--- src/rtl/timer_counter_pkg.sv ---
// Shared constants for the two-channel timer/counter.
package timer_counter_pkg;
  localparam int DEFAULT_WIDTH = 32;
endpackage

--- src/rtl/timer_counter_channel.sv ---
// One counter channel: value register, compare-match flag and one-cycle done pulse.
module timer_counter_channel
  import timer_counter_pkg::*;
#(
  parameter int WIDTH = DEFAULT_WIDTH
) (
  input  logic             clk,
  input  logic             rst,
  input  logic             en,
  input  logic             reload,
  input  logic             count_up,
  input  logic             step_en,
  input  logic [WIDTH-1:0] load_value,
  input  logic [WIDTH-1:0] compare_value,
  output logic [WIDTH-1:0] value,
  output logic             done
);

  logic [WIDTH-1:0] value_q;
  logic             match_flag_q;
  logic             done_q;
  logic             match_event;
  logic [WIDTH-1:0] stepped;

  always_comb begin
    match_event = en && (value_q == compare_value) && !match_flag_q;
    stepped     = count_up ? value_q + WIDTH'(1) : value_q - WIDTH'(1);
  end

  // The match flag stops a value parked on compare from re-firing every cycle.
  always_ff @(posedge clk) begin
    if (rst) begin
      value_q      <= '0;
      match_flag_q <= 1'b0;
      done_q       <= 1'b0;
    end else if (!en) begin
      value_q      <= load_value;
      match_flag_q <= 1'b0;
      done_q       <= 1'b0;
    end else begin
      done_q <= match_event;
      if (match_event) begin
        if (reload) begin
          value_q      <= load_value;
          match_flag_q <= 1'b0;
        end else begin
          if (step_en) value_q <= stepped;
          match_flag_q <= 1'b1;
        end
      end else begin
        if (step_en) value_q <= stepped;
        if (value_q != compare_value) match_flag_q <= 1'b0;
      end
    end
  end

  assign value = value_q;
  assign done  = done_q;

endmodule

--- src/rtl/timer_counter.sv ---
// Two compare/reload counters; counter1 can be clocked by counter0 match pulses.
module timer_counter
  import timer_counter_pkg::*;
#(
  parameter int WIDTH = DEFAULT_WIDTH
) (
  input  logic             clk,
  input  logic             rst,
  input  logic             i_cnt0_en,
  input  logic             i_cnt0_reload,
  input  logic             i_cnt0_count_up,
  input  logic [WIDTH-1:0] i_cnt0_load_value,
  input  logic [WIDTH-1:0] i_cnt0_compare_value,
  input  logic             i_cnt1_en,
  input  logic             i_cnt1_reload,
  input  logic             i_cnt1_count_up,
  input  logic [WIDTH-1:0] i_cnt1_load_value,
  input  logic [WIDTH-1:0] i_cnt1_compare_value,
  input  logic             i_cnt1_src,
  output logic             o_cnt0_done,
  output logic             o_cnt1_done,
  output logic [WIDTH-1:0] o_cnt0_value,
  output logic [WIDTH-1:0] o_cnt1_value
);

  logic [WIDTH-1:0] s_cnt0_value;
  logic [WIDTH-1:0] s_cnt1_value;
  logic             s_cnt0_done;
  logic             s_cnt1_done;
  logic             cnt0_step;
  logic             cnt1_step;

  assign cnt0_step = i_cnt0_en;
  // In cascade mode counter1 advances once per registered counter0 match pulse.
  assign cnt1_step = i_cnt1_en & (i_cnt1_src ? s_cnt0_done : 1'b1);

  timer_counter_channel #(.WIDTH(WIDTH)) u_cnt0 (
    .clk           (clk),
    .rst           (rst),
    .en            (i_cnt0_en),
    .reload        (i_cnt0_reload),
    .count_up      (i_cnt0_count_up),
    .step_en       (cnt0_step),
    .load_value    (i_cnt0_load_value),
    .compare_value (i_cnt0_compare_value),
    .value         (s_cnt0_value),
    .done          (s_cnt0_done)
  );

  timer_counter_channel #(.WIDTH(WIDTH)) u_cnt1 (
    .clk           (clk),
    .rst           (rst),
    .en            (i_cnt1_en),
    .reload        (i_cnt1_reload),
    .count_up      (i_cnt1_count_up),
    .step_en       (cnt1_step),
    .load_value    (i_cnt1_load_value),
    .compare_value (i_cnt1_compare_value),
    .value         (s_cnt1_value),
    .done          (s_cnt1_done)
  );

  assign o_cnt0_value = s_cnt0_value;
  assign o_cnt1_value = s_cnt1_value;
  assign o_cnt0_done  = s_cnt0_done;
  assign o_cnt1_done  = s_cnt1_done;

endmodule

--- config.mk ---
export PLATFORM = sky130hd
export DESIGN_NAME = timer_counter
export DESIGN_NICKNAME = d
export VERILOG_FILES = /design/src/rtl/timer_counter_pkg.sv /design/src/rtl/timer_counter_channel.sv /design/src/rtl/timer_counter.sv
export SDC_FILE = /design/constraint.sdc
export NUM_CORES = 1
export LEC_CHECK = 0
export CAP_MARGIN = 20
export CORE_MARGIN = 2
export CORE_UTILIZATION = 53
export CTS_BUF_LIST = sky130_fd_sc_hd__clkbuf_4 sky130_fd_sc_hd__clkbuf_8
export CTS_CLUSTER_DIAMETER = 50
export CTS_CLUSTER_SIZE = 40
export DETAILED_ROUTE_END_ITERATION = 10
export GPL_ROUTABILITY_DRIVEN = 0
export GPL_TIMING_DRIVEN = 0
export HOLD_SLACK_MARGIN = 0.02
export PLACE_DENSITY = 0.95
export RECOVER_POWER = 50
export SYNTH_ARGS = -nofsm -noshare
export SYNTH_HDL_FRONTEND = slang
export SYNTH_SLANG_ARGS = --single-unit
--- constraint.sdc ---
create_clock -name clk -period 6.7 [get_ports clk]
set_input_delay 0.67 -clock clk [delete_from_list [all_inputs] [get_ports clk]]
set_output_delay 0.67 -clock clk [all_outputs]
set_load 0.05 [all_outputs]
==> impl_metrics.toml, run 1 <==
[sta]
hold_violations = 0
max-slew-margin-rel = 0.488
drv_slew = 0
skew_ns = 0.00637
worstMarginPinSlew_ns = 0.760
setup-tns-final_ns = 0
period_needed_ns = 4.17
min_period_over_period = 0.622
fmax_mhz = 240
setup_viol = 0
rsz0062_at_grt = "false"

[setup_path]
r2r-start = "u_cnt1.value[31]"
rrSetupSlack_ns = 3.03
cp_slowest_cell = "nor4_1"
crit_path_max_incr_delay_ns = 0.72
worstSetupPathType = "in -> reg"
cp-end-kind = "flip-flop"
critPathMaxFanout = 10
crit_start = "i_cnt1_compare_value[31]"
rr_endpoint = "u_cnt1.value[1]"
startpoint_type = "input pin"
endpoint = "u_cnt1.value[1]"
path_cells = "dlygate4sd3_1, xor2_1, nor4_1, nand4_1, o31ai_1, clkbuf_1, clkbuf_1, nor2_1, a21oi_1, nor2_1"
cp.required_ns = 6.95
cp_data_arrival_time_ns = 4.41
r2r_cells = 9

[floorplanning]
num_rows = 41
die_w_um = 117
io_pins = 203
dieHeight_um = 117
start_util = 0.539
die-area_um2 = 13600
core_um2 = 12500

[power_and_ir_drop]
p_leak_nw = 4.00
max-vdd-ir-drop_v = 0.000122
p_total_mw = 1.89
power_density_nw_per_um2 = 204

[placement]
io_buffers = 202
placed_cells = 1236
hpwlAfterDp_um = 18700

[global_routing]
grtUsageMet2 = 0.612
grt_pass1_vias = 7518
overflow = 0
grt_max_degree = 31
grt_pass1_wl_um = 36800
use_met1 = 0.388
met3_usage = 0.0865
grtUsageTotal = 0.348
antenna_found_initial = 0
grt_most_used_layer = "met2"

[hold_path]
hold_start = "u_cnt0.match_flag_q"
hp-class = "reg -> reg"

[synth]
ys_ff_latch = 68
synth_edf_count = 0
async_flop_share = 0
synth_most_common_cell = "a21oi_1"
synth_top_area_cell = "dfxtp_1"
syn-num-nets = 1060
yosysTopAreaCellShare = 0.202
ys_top_cells_by_area = "dfxtp_1, ha_1, xnor2_1"
synth-main-ff-cell = "dfxtp_1"
syn_avg_cell_area_um2 = 7.83
synth_cells = 861
syn_area_um2 = 6750
synth_cell_types = 70
synth_common_cells = "a21oi_1, nor2_1, dfxtp_1"
ys_seq_area_frac = 0.202
yosysWarningCount = 0

[clock_tree]
ctsResizeCount = 0
htree_levels = 3
cts_sinks = 68
clk_latency_ns = 0.37
cts.clk_slew.worst_paths_ns = 0.08
post-cts-setup-buffers = 0
clockBufferDepth = 2
cts_buffers = 9
cts_tree = "yes"
ctsHoldBuffers = 0
cts_root_buffer = "clkbuf_8"

[route]
postRouteAntennaNets = 0
dr.pass1.iters = 6
routed_wl_um = 24300
vias = 7740
wl_per_cell_um = 19.4
viasPerCell = 6.18
remaining_drc_errors = 0
dr.first_iter.drc_count = 674

[layout]
fillers = 945
fin_nets = 1275
diodes = 0
area_delta_synth_final_pct = 37.0
drive_gt1_frac = 0.0407
final_cells = 1253

[run_status]
status = "completed"

[flow_run]
drv_cap = 0
layout make-up:
type / count / area (um2) / share of cell area
Clock buffer: 12 / 159 / 0.0172
Sequential cell: 68 / 1360 / 0.147
Clock inverter: 4 / 47.5 / 0.00514
Timing Repair Buffer: 204 / 2080 / 0.225
Inverter: 27 / 101 / 0.0110
Tap cell: 172 / 215 / 0.0233
Buffer: 38 / 161 / 0.0175
Multi-Input combinational cell: 728 / 5120 / 0.554
state kept, by name, indices dropped and copies added (netlist names):
signal,cells
u_cnt1.match_flag_q,1
u_cnt0.value,32
u_cnt0.match_flag_q,1
u_cnt1.done,1
u_cnt0.done,1
u_cnt1.value,32
worst max-delay path: cells and delay by family:
family	cells	cell delay (ns)
simple gates	4	1.25
buf+inv	3	1.58
compound gates	2	0.67
xor+xnor	1	0.24
how the worst min path moves through the flow:
| stage | slack (ns) | cells past startpoint | endpoint |
|---|---|---|---|
| 5_1_grt | 0.43 | 1 | u_cnt0.done |
| 6_report | 0.42 | 1 | u_cnt0.done |
| 2_1_floorplan | 0.38 | 1 | u_cnt0.done |
| 3_3_place_gp | 0.40 | 1 | u_cnt0.done |
| 4_1_cts | 0.42 | 1 | u_cnt0.done |
| 3_5_place_dp | 0.41 | 1 | u_cnt0.done |
where the power goes:
group / internal, mW / switching [mW]
clock: 0.195 / 0.181
sequential: 0.449 / 0.0633
combinational: 0.411 / 0.588
total: 1.06 / 0.833
layer usage:
layer  wire length (um)  up-vias  share of wire
met3               2480      100           0.10
met2              11600      512           0.48
met5                  0        -              0
met1               8880     3519           0.37
li1                   -     3609              -
met4               1320        0          0.054
cell families after synthesis:
| family | Yosys count | share of synthesized area |
|---|---|---|
| compound gates | 263 | 0.261 |
| fa+ha+maj | 62 | 0.117 |
| flops | 68 | 0.202 |
| buf+inv | 65 | 0.0390 |
| simple gates | 268 | 0.200 |
| mux | 27 | 0.0403 |
| xor+xnor | 108 | 0.140 |
through the flow:
stage	hold slack [ns]	setup slack, ns	utilization	cell area, um2
after floorplan	0.383	3.07	-	6750
after global placement	0.399	1.97	0.718	8980
after detailed placement	0.407	1.91	0.720	9010
after CTS	0.418	2.29	0.736	9220
after global routing	0.428	2.42	0.739	9240
final	0.415	2.53	0.739	9240
cell usage in the layout (no fill, tap or decap), types with 6 or more instances in the layout:
master	Yosys	routed
clkdlybuf4s50_1	0	135
a21oi_1	73	73
nor2_1	70	70
dfxtp_1	68	68
dlygate4sd3_1	0	67
ha_1	60	60
xnor2_1	57	57
nand2_1	56	56
xor2_1	51	51
o21ai_0	46	46
clkbuf_1	28	28
inv_1	27	27
mux2i_1	26	26
a21o_1	24	24
nor2b_1	21	21
nor3_1	20	20
nand3_1	19	19
o21bai_1	16	16
nand4_1	14	14
nand2b_1	12	12
nor4_1	12	12
a221oi_1	12	12
clkbuf_8	0	11
a211oi_1	10	10
or3_1	8	8
o21ai_1	8	8
a31oi_1	8	8
a22o_1	8	8
buf_2	7	7
and3_1	7	7
o21a_1	6	6
and2_1	6	6
Note: power is estimated with default switching activity, not from simulation.
==> run 2: changes to the inputs <==
CORE_UTILIZATION = 50   (was 53)
clock period = 4.3 ns   (was 6.7 ns; I/O delays follow)
==> run 2 against run 1 <==
Against the previous run: worst hold slack hardly changed; sequential cell count stayed put; worst setup slack worse by 2.1 ns; largest power group unchanged; critical path type unchanged; largest cell class unchanged.
==> impl_metrics.toml, run 2 (synthesis gave the netlist of run 1 again) <==
[clock_tree]
cts_buffers = 9
ctsResizeCount = 0
ctsHoldBuffers = 0
post-cts-setup-buffers = 0
cts.clk_slew.worst_paths_ns = 0.08
cts_tree = "yes"
clk_latency_ns = 0.38
clockBufferDepth = 2
htree_levels = 3
cts_sinks = 68
cts_root_buffer = "clkbuf_8"

[placement]
placed_cells = 1240
preCtsSetupSlack_ns = -0.306
post_dp_cell_area_um2 = 9010
hpwlAfterDp_um = 18500
io_buffers = 202

[global_routing]
antenna_found_initial = 0
grtUsageTotal = 0.324
grt_pass1_vias = 7300
grt_max_degree = 31
grt_pass1_wl_um = 36800
overflow = 0

[hold_path]
hp-class = "reg -> reg"

[route]
viasPerCell = 6.14
routed_wl_um = 23800
vias = 7710
postRouteAntennaNets = 0
dr.pass1.iters = 5
dr.first_iter.drc_count = 632
remaining_drc_errors = 0
wl_per_cell_um = 19.0

[power_and_ir_drop]
p_leak_nw = 4.01
power_density_nw_per_um2 = 317
p_total_mw = 2.93
max-vdd-ir-drop_v = 0.000223

[layout]
final_common_cell = "clkdlybuf4s50_1"
fin_nets = 1275
fin_area_um2 = 9250
final_cell_mix = "clkdlybuf4s50_1, a21oi_1, nor2_1, dfxtp_1, dlygate4sd3_1"
area_delta_synth_final_pct = 37.2
final_cells = 1256
diodes = 0
fillers = 991
drive_gt1_frac = 0.0398

[sta]
setup_viol = 0
whs_ns = 0.415
drv_slew = 0
min_period_over_period = 0.899
fmax_mhz = 259
hold_violations = 0
period_needed_ns = 3.86
skew_ns = 0.0125
setup_ws_ns = 0.436
rsz0062_at_grt = "false"
max-slew-margin-rel = 0.503
worstMarginPinSlew_ns = 0.745

[setup_path]
path_cells = "dlygate4sd3_1, xor2_1, nor4_1, nand4_1, o31ai_1, clkbuf_1, clkbuf_1, a21oi_1, a21oi_1, nor2_1"
startpoint_type = "input pin"
cp-end-kind = "flip-flop"
cp_data_arrival_time_ns = 4.12
cp_slowest_cell = "dlygate4sd3_1"
worstSetupPathType = "in -> reg"
crit_path_max_incr_delay_ns = 0.59
cp.required_ns = 4.56
critPathMaxFanout = 10

[floorplanning]
core_um2 = 13200
num_rows = 42
die-area_um2 = 14400
start_util = 0.511
die_w_um = 120
io_pins = 203
dieHeight_um = 120

[run_status]
status = "completed"

[flow_run]
drv_cap = 0
## run 2: power by group
| group | switching, mW | internal, mW |
|---|---|---|
| Sequential | 0.103 | 0.700 |
| Combinational | 0.898 | 0.641 |
| Clock | 0.264 | 0.326 |
## run 2: metrics by stage
stage               utilization  setup TNS (ns)
finish                    0.701               0
global route              0.701               0
CTS                       0.699               0
detailed placement        0.683          -0.666
global placement          0.681           -1.09
floorplan                     -               0
## run 2: path summary, 6_finish.rpt
| path | slack [ns] | cells after the start | end | startpoint |
|---|---|---|---|---|
| worst max-delay path | 0.44 | 10 | u_cnt1.value[5] | i_cnt1_compare_value[29] |
| worst min-delay path | 0.42 | 1 | u_cnt0.done | u_cnt0.match_flag_q |
| worst min register to register | 0.42 | 1 | u_cnt0.done | u_cnt0.match_flag_q |
| worst max register to register | 0.61 | 9 | u_cnt1.value[5] | u_cnt1.value[31] |
## run 2: layout make-up
| type | count | area (um2) | area share |
|---|---|---|---|
| inverter | 27 | 101 | 0.0110 |
| multi-input combinational | 728 | 5120 | 0.553 |
| clock inverter | 1 | 30.0 | 0.00325 |
| clock buffer | 14 | 180 | 0.0195 |
| buffer | 38 | 161 | 0.0174 |
| tap | 176 | 220 | 0.0238 |
| sequential | 68 | 1360 | 0.147 |
| timing repair buffer | 204 | 2080 | 0.224 |
## run 2: routing by layer
metal / part of all wire / vias up / track usage
met3: 0.097 / 78 / 0.0741
met5: 0 / - / 0
li1: - / 3602 / -
met1: 0.38 / 3565 / 0.372
met4: 0.045 / 0 / 0.169
met2: 0.48 / 465 / 0.559
## run 2: critical path: cells and delay by family
kind                      cells  cell delay, ns
buffers and inverters         3            1.64
xor gates and xnor gates      1            0.22
and+or+nand+nor               3            1.00
AOI/OAI and AO/OA             3            0.83
==> run 3: changes to the inputs <==
CORE_MARGIN = 3   (was 2)
MAX_ROUTING_LAYER = met4   (was unset)
==> run 3 against run 2 <==
Against the previous run: first-iteration DRC count grew 0.16%; non-clock buffer count is the same; wire length grew 2.5%; sequential cell count is the same; fmax shrank 1.9%; largest cell class unchanged; largest power group unchanged.
==> impl_metrics.toml, run 3 (synthesis gave the netlist of run 1 again) <==
[run_status]
status = "completed"

[global_routing]
grt_max_degree = 31
grt_pass1_vias = 7393
grt_pass1_wl_um = 37600
antenna_found_initial = 0
grtUsageTotal = 0.331
overflow = 0

[route]
vias = 7722
routed_wl_um = 24400
dr.pass1.iters = 7
viasPerCell = 6.17
postRouteAntennaNets = 0
dr.first_iter.drc_count = 633
wl_per_cell_um = 19.5
remaining_drc_errors = 0

[placement]
hpwlAfterDp_um = 19100
placed_cells = 1236
io_buffers = 202

[layout]
area_delta_synth_final_pct = 36.6
fin_nets = 1275
fin_util = 0.713
final_cells = 1252
final_cell_mix = "clkdlybuf4s50_1, a21oi_1, nor2_1, dfxtp_1, dlygate4sd3_1"
drive_gt1_frac = 0.0398
diodes = 0
final_common_cell = "clkdlybuf4s50_1"

[clock_tree]
ctsResizeCount = 0
cts_buffers = 9
cts_tree = "yes"
clk_latency_ns = 0.37
clockBufferDepth = 2
htree_levels = 3
cts_root_buffer = "clkbuf_8"
post-cts-setup-buffers = 0
ctsHoldBuffers = 0
cts.clk_slew.worst_paths_ns = 0.08
cts_sinks = 68

[floorplanning]
num_rows = 41
io_pins = 203
start_util = 0.522
core_um2 = 12900
dieHeight_um = 122
die_w_um = 122
die-area_um2 = 14900

[setup_path]
worstSetupPathType = "in -> reg"
cp_data_arrival_time_ns = 4.19
critPathMaxFanout = 10
crit_start = "i_cnt1_compare_value[31]"
rrSetupSlack_ns = 0.61
endpoint = "u_cnt1.value[1]"
cp-end-kind = "flip-flop"
cp.required_ns = 4.55
r2r_cells = 9
rr_endpoint = "u_cnt1.value[1]"
r2r-start = "u_cnt1.value[31]"
startpoint_type = "input pin"

[sta]
period_needed_ns = 3.94
setup_viol = 0
rsz0062_at_grt = "false"
whs_ns = 0.401
worstMarginPinSlew_ns = 0.871
fmax_mhz = 254
hold_violations = 0
drv_slew = 0
max-slew-margin-rel = 0.415
skew_ns = 0.0121
min_period_over_period = 0.916
setup-tns-final_ns = 0

[flow_run]
drv_cap = 0

[power_and_ir_drop]
p_leak_nw = 3.99
max-vdd-ir-drop_v = 0.000219
power_density_nw_per_um2 = 311

[hold_path]
hp-class = "reg -> reg"
## run 3: cell types whose count changed in the layout (fill, tap and decap cells not counted), sizes merged
cell,before,now
bufinv,1,0
clkdlybuf4s50,135,136
clkbuf,44,43
clkinv,0,2
dlygate4sd3,67,66
## run 3: worst min path at each step
stage / start / to / slack [ns] / depth (start not counted)
finish: u_cnt0.match_flag_q / u_cnt0.done / 0.40 / 1
global route: u_cnt0.match_flag_q / u_cnt0.done / 0.42 / 1
CTS: u_cnt0.match_flag_q / u_cnt0.done / 0.41 / 1
detailed placement: u_cnt0.match_flag_q / u_cnt0.done / 0.40 / 1
global placement: u_cnt0.match_flag_q / u_cnt0.done / 0.39 / 1
floorplan: u_cnt0.match_flag_q / u_cnt0.done / 0.38 / 1
## run 3: final cells by class
class                           count  area, um2
Multi-Input combinational cell    728       5120
Fill cell                         999       3710
Timing Repair Buffer              204       2080
Sequential cell                    68       1360
Tap cell                          172        215
Clock buffer                       13        166
Buffer                             38        161
Inverter                           27        101
Clock inverter                      2       10.0
## run 3: where the power goes
group / leakage [nW] / total [mW] / switching (mW) / internal, mW
Sequential: 0.565 / 0.803 / 0.102 / 0.700
Combinational: 3.33 / 1.55 / 0.911 / 0.642
Clock: 0.0961 / 0.506 / 0.257 / 0.249
Total: 3.99 / 2.86 / 1.27 / 1.59
## run 3: metrics by stage
step                      cell area (um2)  total power [mW]  setup WS [ns]
after floorplan                      6750              1.83          0.909
after global placement               8980              2.30         -0.155
after detailed placement             9010              2.35         -0.242
after CTS                            9190              2.86          0.120
after global routing                 9210              3.01          0.265
final                                9210              2.86          0.360
## run 3: critical path, stage by stage
cell and delay [ns]:
dlygate4sd3_1 0.55, xor2_1 0.22, nor4_1 0.60, nand4_1 0.23, o31ai_1 0.80, clkbuf_1 0.51
clkbuf_1 0.54, nor2_1 0.11, a21oi_1 0.14, nor2_1 0.05
## run 3: routing by layer
| metal | track usage | share of wire | vias to the layer above |
|---|---|---|---|
| met5 | - | 0 | - |
| met4 | 0.174 | 0.047 | 0 |
| met3 | 0.0627 | 0.10 | 86 |
| met2 | 0.565 | 0.48 | 483 |
| met1 | 0.367 | 0.37 | 3545 |
| li1 | - | - | 3608 |
